### src/rtl/logic_unit_pipe.sv
// rtl/logic_unit_pipe.sv - registered bitwise logic unit with valid/ready handshake and accumulating XOR
module logic_unit_pipe #(
  parameter int WIDTH = 8
) (
  input  logic             clk,
  input  logic             rst,
  input  logic             in_valid,
  output logic             in_ready,
  input  logic [2:0]       op,
  input  logic             last,
  input  logic [WIDTH-1:0] A,
  input  logic [WIDTH-1:0] B,
  output logic             out_valid,
  input  logic             out_ready,
  output logic [WIDTH-1:0] Y,
  output logic             zero,
  output logic             parity,
  output logic             acc_pend
);

  typedef enum logic [2:0] {
    OP_AND  = 3'b000,
    OP_OR   = 3'b001,
    OP_XOR  = 3'b010,
    OP_NAND = 3'b011,
    OP_NOR  = 3'b100,
    OP_XNOR = 3'b101,
    OP_NOTA = 3'b110,
    OP_ACC  = 3'b111
  } op_e;

  logic [WIDTH-1:0] acc;
  logic [WIDTH-1:0] result;
  logic             in_xfer;
  logic             out_xfer;
  logic             is_acc;
  logic             produce;

  // Handshake: the output register can take a new beat when empty or being drained now.
  always_comb begin
    in_ready = !rst && (!out_valid || out_ready);
    in_xfer  = in_valid && in_ready;
    out_xfer = out_valid && out_ready;
    is_acc   = (op_e'(op) == OP_ACC);
    produce  = in_xfer && (!is_acc || last);
  end

  // Bitwise result for the current beat; the ACC case folds the running checksum in.
  always_comb begin
    result = '0;
    case (op_e'(op))
      OP_AND:  result = A & B;
      OP_OR:   result = A | B;
      OP_XOR:  result = A ^ B;
      OP_NAND: result = ~(A & B);
      OP_NOR:  result = ~(A | B);
      OP_XNOR: result = ~(A ^ B);
      OP_NOTA: result = ~A;
      OP_ACC:  result = acc ^ A ^ B;
      default: result = '0;
    endcase
  end

  // Output register: load on a producing beat, empty on a drain with nothing new, otherwise hold.
  always_ff @(posedge clk) begin
    if (rst) begin
      out_valid <= 1'b0;
      Y         <= '0;
      zero      <= 1'b1;
      parity    <= 1'b0;
    end else if (produce) begin
      out_valid <= 1'b1;
      Y         <= result;
      zero      <= (result == '0);
      parity    <= ^result;
    end else if (out_xfer) begin
      out_valid <= 1'b0;
    end
  end

  // Running checksum: absorbs non-final ACC beats and clears once the final beat is emitted.
  always_ff @(posedge clk) begin
    if (rst) begin
      acc      <= '0;
      acc_pend <= 1'b0;
    end else if (in_xfer && is_acc) begin
      if (last) begin
        acc      <= '0;
        acc_pend <= 1'b0;
      end else begin
        acc      <= acc ^ A ^ B;
        acc_pend <= 1'b1;
      end
    end
  end

endmodule

### config.mk
export PLATFORM = sky130hd
export DESIGN_NAME = logic_unit_pipe
export DESIGN_NICKNAME = d
export VERILOG_FILES = /design/src/rtl/logic_unit_pipe.sv
export SDC_FILE = /design/constraint.sdc
export NUM_CORES = 1
export LEC_CHECK = 0
export CAP_MARGIN = 15
export CORE_MARGIN = 2
export CORE_UTILIZATION = 56
export DETAILED_ROUTE_END_ITERATION = 8
export GPL_TIMING_DRIVEN = 0
export PLACE_DENSITY = 0.85
export SYNTH_ARGS = -nofsm -noshare
export SYNTH_HDL_FRONTEND = slang
export SYNTH_SLANG_ARGS = --single-unit
### constraint.sdc
create_clock -name clk -period 6.45 [get_ports clk]
set_input_delay 1.29 -clock clk [delete_from_list [all_inputs] [get_ports clk]]
set_output_delay 1.29 -clock clk [all_outputs]
set_load 0.02 [all_outputs]
==> metrics <==
status=finished, final reports clean; ant diodes=0; setup repair bufs after CTS=0; Max Clk Rate=between 0.2 and 0.25 GHz; number of port buffers=35; reg-to-reg endpoint=parity$_SDFFE_PP0P_; mean area per synthesized cell=approximately 7.9 µm²; Die W=62.1 µm; Max Buffers Root-to-Sink=2; Synth Net Count=283; fraction of registers with async set/reset=0; dominant synthesized flop cell=dfxtp_1; CP Data Required Time=5160 ps; IO Count=37; min-delay src=Y[1]$_SDFFE_PP0P_; Power Density=about 170 nW/µm²; Post-route DRC=0; critical path class=in2out; clock root buffer=clkbuf_4; Slowest-stage cell, CP=clkdlybuf4s50_1; Inst Count DP=320; placer's final routability congestion estimate=0.849; Clock Pin Slew Worst Setup and Hold Paths=approximately 120 ps; Clk Latency, worst-skew pair=310 ps; DR vias/cell=about 6; Initial DRC Count=115; HP Class=reg2reg; Max Slew Vio Count=0; area grow syn2layout=24.4%; area of the mapped netlist=approximately 1900 µm²; Die H=a little over 60 µm; maximum vdd drop=about 0.095 mV; post-synth cell types=44; Slew @ Worst Pin=~540 ps; MaxCap Viol Count=0; WP buf/inv=4; Fin. Hold Viols=0; Slew headroom=0.638; hpwl dp=around 3.6 mm; antenna viol nets, final=0; DR vias=approximately 1,900; slowest stage delay, CP=just under 600 ps; final setup TNS=0 ps; Final WS setup=2320 ps; min cycle time layout=around 4100 ps; WHS Endpoint=Y[1]$_SDFFE_PP0P_; CP max FO=10; Top cell by count, worst path=clkdlybuf4s50_1; # resized after CTS=0; WL/cell=14.3 µm; crit start category=primary input; DIE AREA=slightly below 4000 µm²; Hold Path Stages=2; Post-synth EDFFs=0; global route total overflow=0; final worst path period share=0.641; first-pass GRT wire length=7.46 mm; Post-Syn Instances=around 240; RSZ-0062 raised after global routing=no; Num CTS Buffers=3; sequential area share after synthesis=0.212; FF-to-FF path depth=9; GR Util All Layers=0.264; worst r2r src=acc[1]$_SDFFE_PP0P_; largest net degree at the start of global routing=13; Post-Layout Cell Count=324; CP top delay family=buffers and inverters; CTS Hold Bufs=0; Placement Setup Slack=2310 ps; initial antenna violation count=0; vias in the first global route=approximately 1,700; synthesis-stage register bit count=20; share of cells above drive strength 1=0.0863; worst-path cell chain=clkdlybuf4s50_1 > inv_1 > buf_2 > and2_1 > clkdlybuf4s50_1; std cell rows=21; final wirelength=4.62 mm; drt pass-1 iters=4; critical path depth=5; final setup violation count=0; CP arrival=about 2800 ps; H-tree depth=1; CTS Sinks=20; Clock Skews=between 5 and 6 ps; initial core utilization=0.575; leakage power=0.948 nW; Layout fillers=between 200 and 300; CTS tree=done; R2R Setup Slk=around 4500 ps; Synth warnings=0; Final nets=323; CP Capture Type=primary output; core region area=between 3000 and 4000 µm²
## logic make-up (layout without fill, tap and decap cells)
logic type / Yosys count / after routing / synth area share
xor gates and xnor gates: 19 / 19 / 0.0881
buffers and inverters: 41 / 80 / 0.0974
and+or+nand+nor: 62 / 62 / 0.180
AOI/OAI and AO/OA: 76 / 76 / 0.285
DFF: 20 / 20 / 0.212
muxes: 1 / 1 / 0.00530
adders and majority gates: 20 / 20 / 0.133
## synthesized netlist by cell type, types with 2 or more instances
| library cell | n | share of area |
|---|---|---|
| a32o_1 | 2 | 0.011 |
| xnor2_1 | 16 | 0.074 |
| ha_1 | 20 | 0.13 |
| clkbuf_1 | 3 | 0.0060 |
| dfxtp_1 | 20 | 0.21 |
| inv_1 | 23 | 0.046 |
| nand2_1 | 13 | 0.026 |
| nand3_1 | 6 | 0.016 |
| o211ai_1 | 2 | 0.0079 |
| a211oi_1 | 10 | 0.040 |
| a311oi_2 | 4 | 0.032 |
| a311oi_1 | 7 | 0.032 |
| a211o_1 | 2 | 0.0093 |
| xor2_1 | 3 | 0.014 |
| o221ai_1 | 3 | 0.014 |
| o2bb2ai_1 | 3 | 0.014 |
| buf_2 | 9 | 0.024 |
| buf_4 | 3 | 0.012 |
| o21ai_1 | 6 | 0.016 |
| o22ai_1 | 7 | 0.023 |
| a21o_1 | 2 | 0.0079 |
| a21oi_1 | 21 | 0.056 |
| nor3b_1 | 2 | 0.0079 |
| nand3b_1 | 2 | 0.0079 |
| nor2b_1 | 3 | 0.0099 |
| nand2b_1 | 14 | 0.046 |
| nor2_1 | 13 | 0.026 |
| o21ai_0 | 4 | 0.011 |
## registers in the layout, indices dropped and copies added, names as in the netlist
| signal | cells |
|---|---|
| Y | 8 |
| out_valid | 1 |
| acc | 8 |
| acc_pend | 1 |
| zero | 1 |
| parity | 1 |
## final cells by class
cell class                      instances  area (µm²)  area share
Multi-Input combinational cell        178        1300       0.555
Clock inverter                          1        30.0      0.0128
Sequential cell                        20         400       0.170
Inverter                               24        90.1      0.0384
Tap cell                               46        57.6      0.0245
Clock buffer                            3        22.5     0.00959
Buffer                                 17        93.8      0.0400
Timing Repair Buffer                   35         350       0.149
## per-layer routing
layer	vias up	share of wire	track usage
li1	944	-	-
met1	856	0.42	0.324
met2	79	0.50	0.457
met3	14	0.066	0.0414
met4	0	0.023	0.109
met5	-	0	0
## stage by stage
step                power [W]  cell area, µm²  hold WS, ps  utilization
CTS                  0.000394            2350          470        0.715
floorplan            0.000235            1890          463            -
global route         0.000417            2350          491        0.715
global placement     0.000284            2300          449        0.699
detailed placement   0.000288            2300          453        0.699
finish               0.000394            2350          466        0.715
## worst register-to-register path, cell delays in order, from the launching register on
cell	delay, ps
dfxtp_1	400
xor2_1	220
a21oi_1	100
a21o_1	200
ha_1	300
xnor2_1	250
xnor2_1	160
nor2_1	60
a21oi_1	120
nor2_1	50
## layout by cell type, fill, tap and decap left out, drive strengths merged, types with 11 or more instances in the layout
master	count
clkdlybuf4s50	35
dfxtp	20
a21oi	21
ha	20
nand2	13
nand2b	14
a311oi	11
xnor2	16
buf	14
nor2	13
inv	24
## how the worst max path moves through the flow
stage | start | end
2_1_floorplan | A[7] | parity$_SDFFE_PP0P_
3_3_place_gp | rst | in_ready
3_5_place_dp | rst | in_ready
4_1_cts | rst | in_ready
5_1_grt | rst | in_ready
6_report | rst | in_ready
## where the power goes
group	switching, W	total [W]	internal (W)
logic	0.0000803	0.000153	0.0000729
clock network	0.0000428	0.000106	0.0000629
registers	0.00000376	0.000135	0.000131
total	0.000127	0.000394	0.000267
No activity file was read; power rests on OpenSTA's default activity.
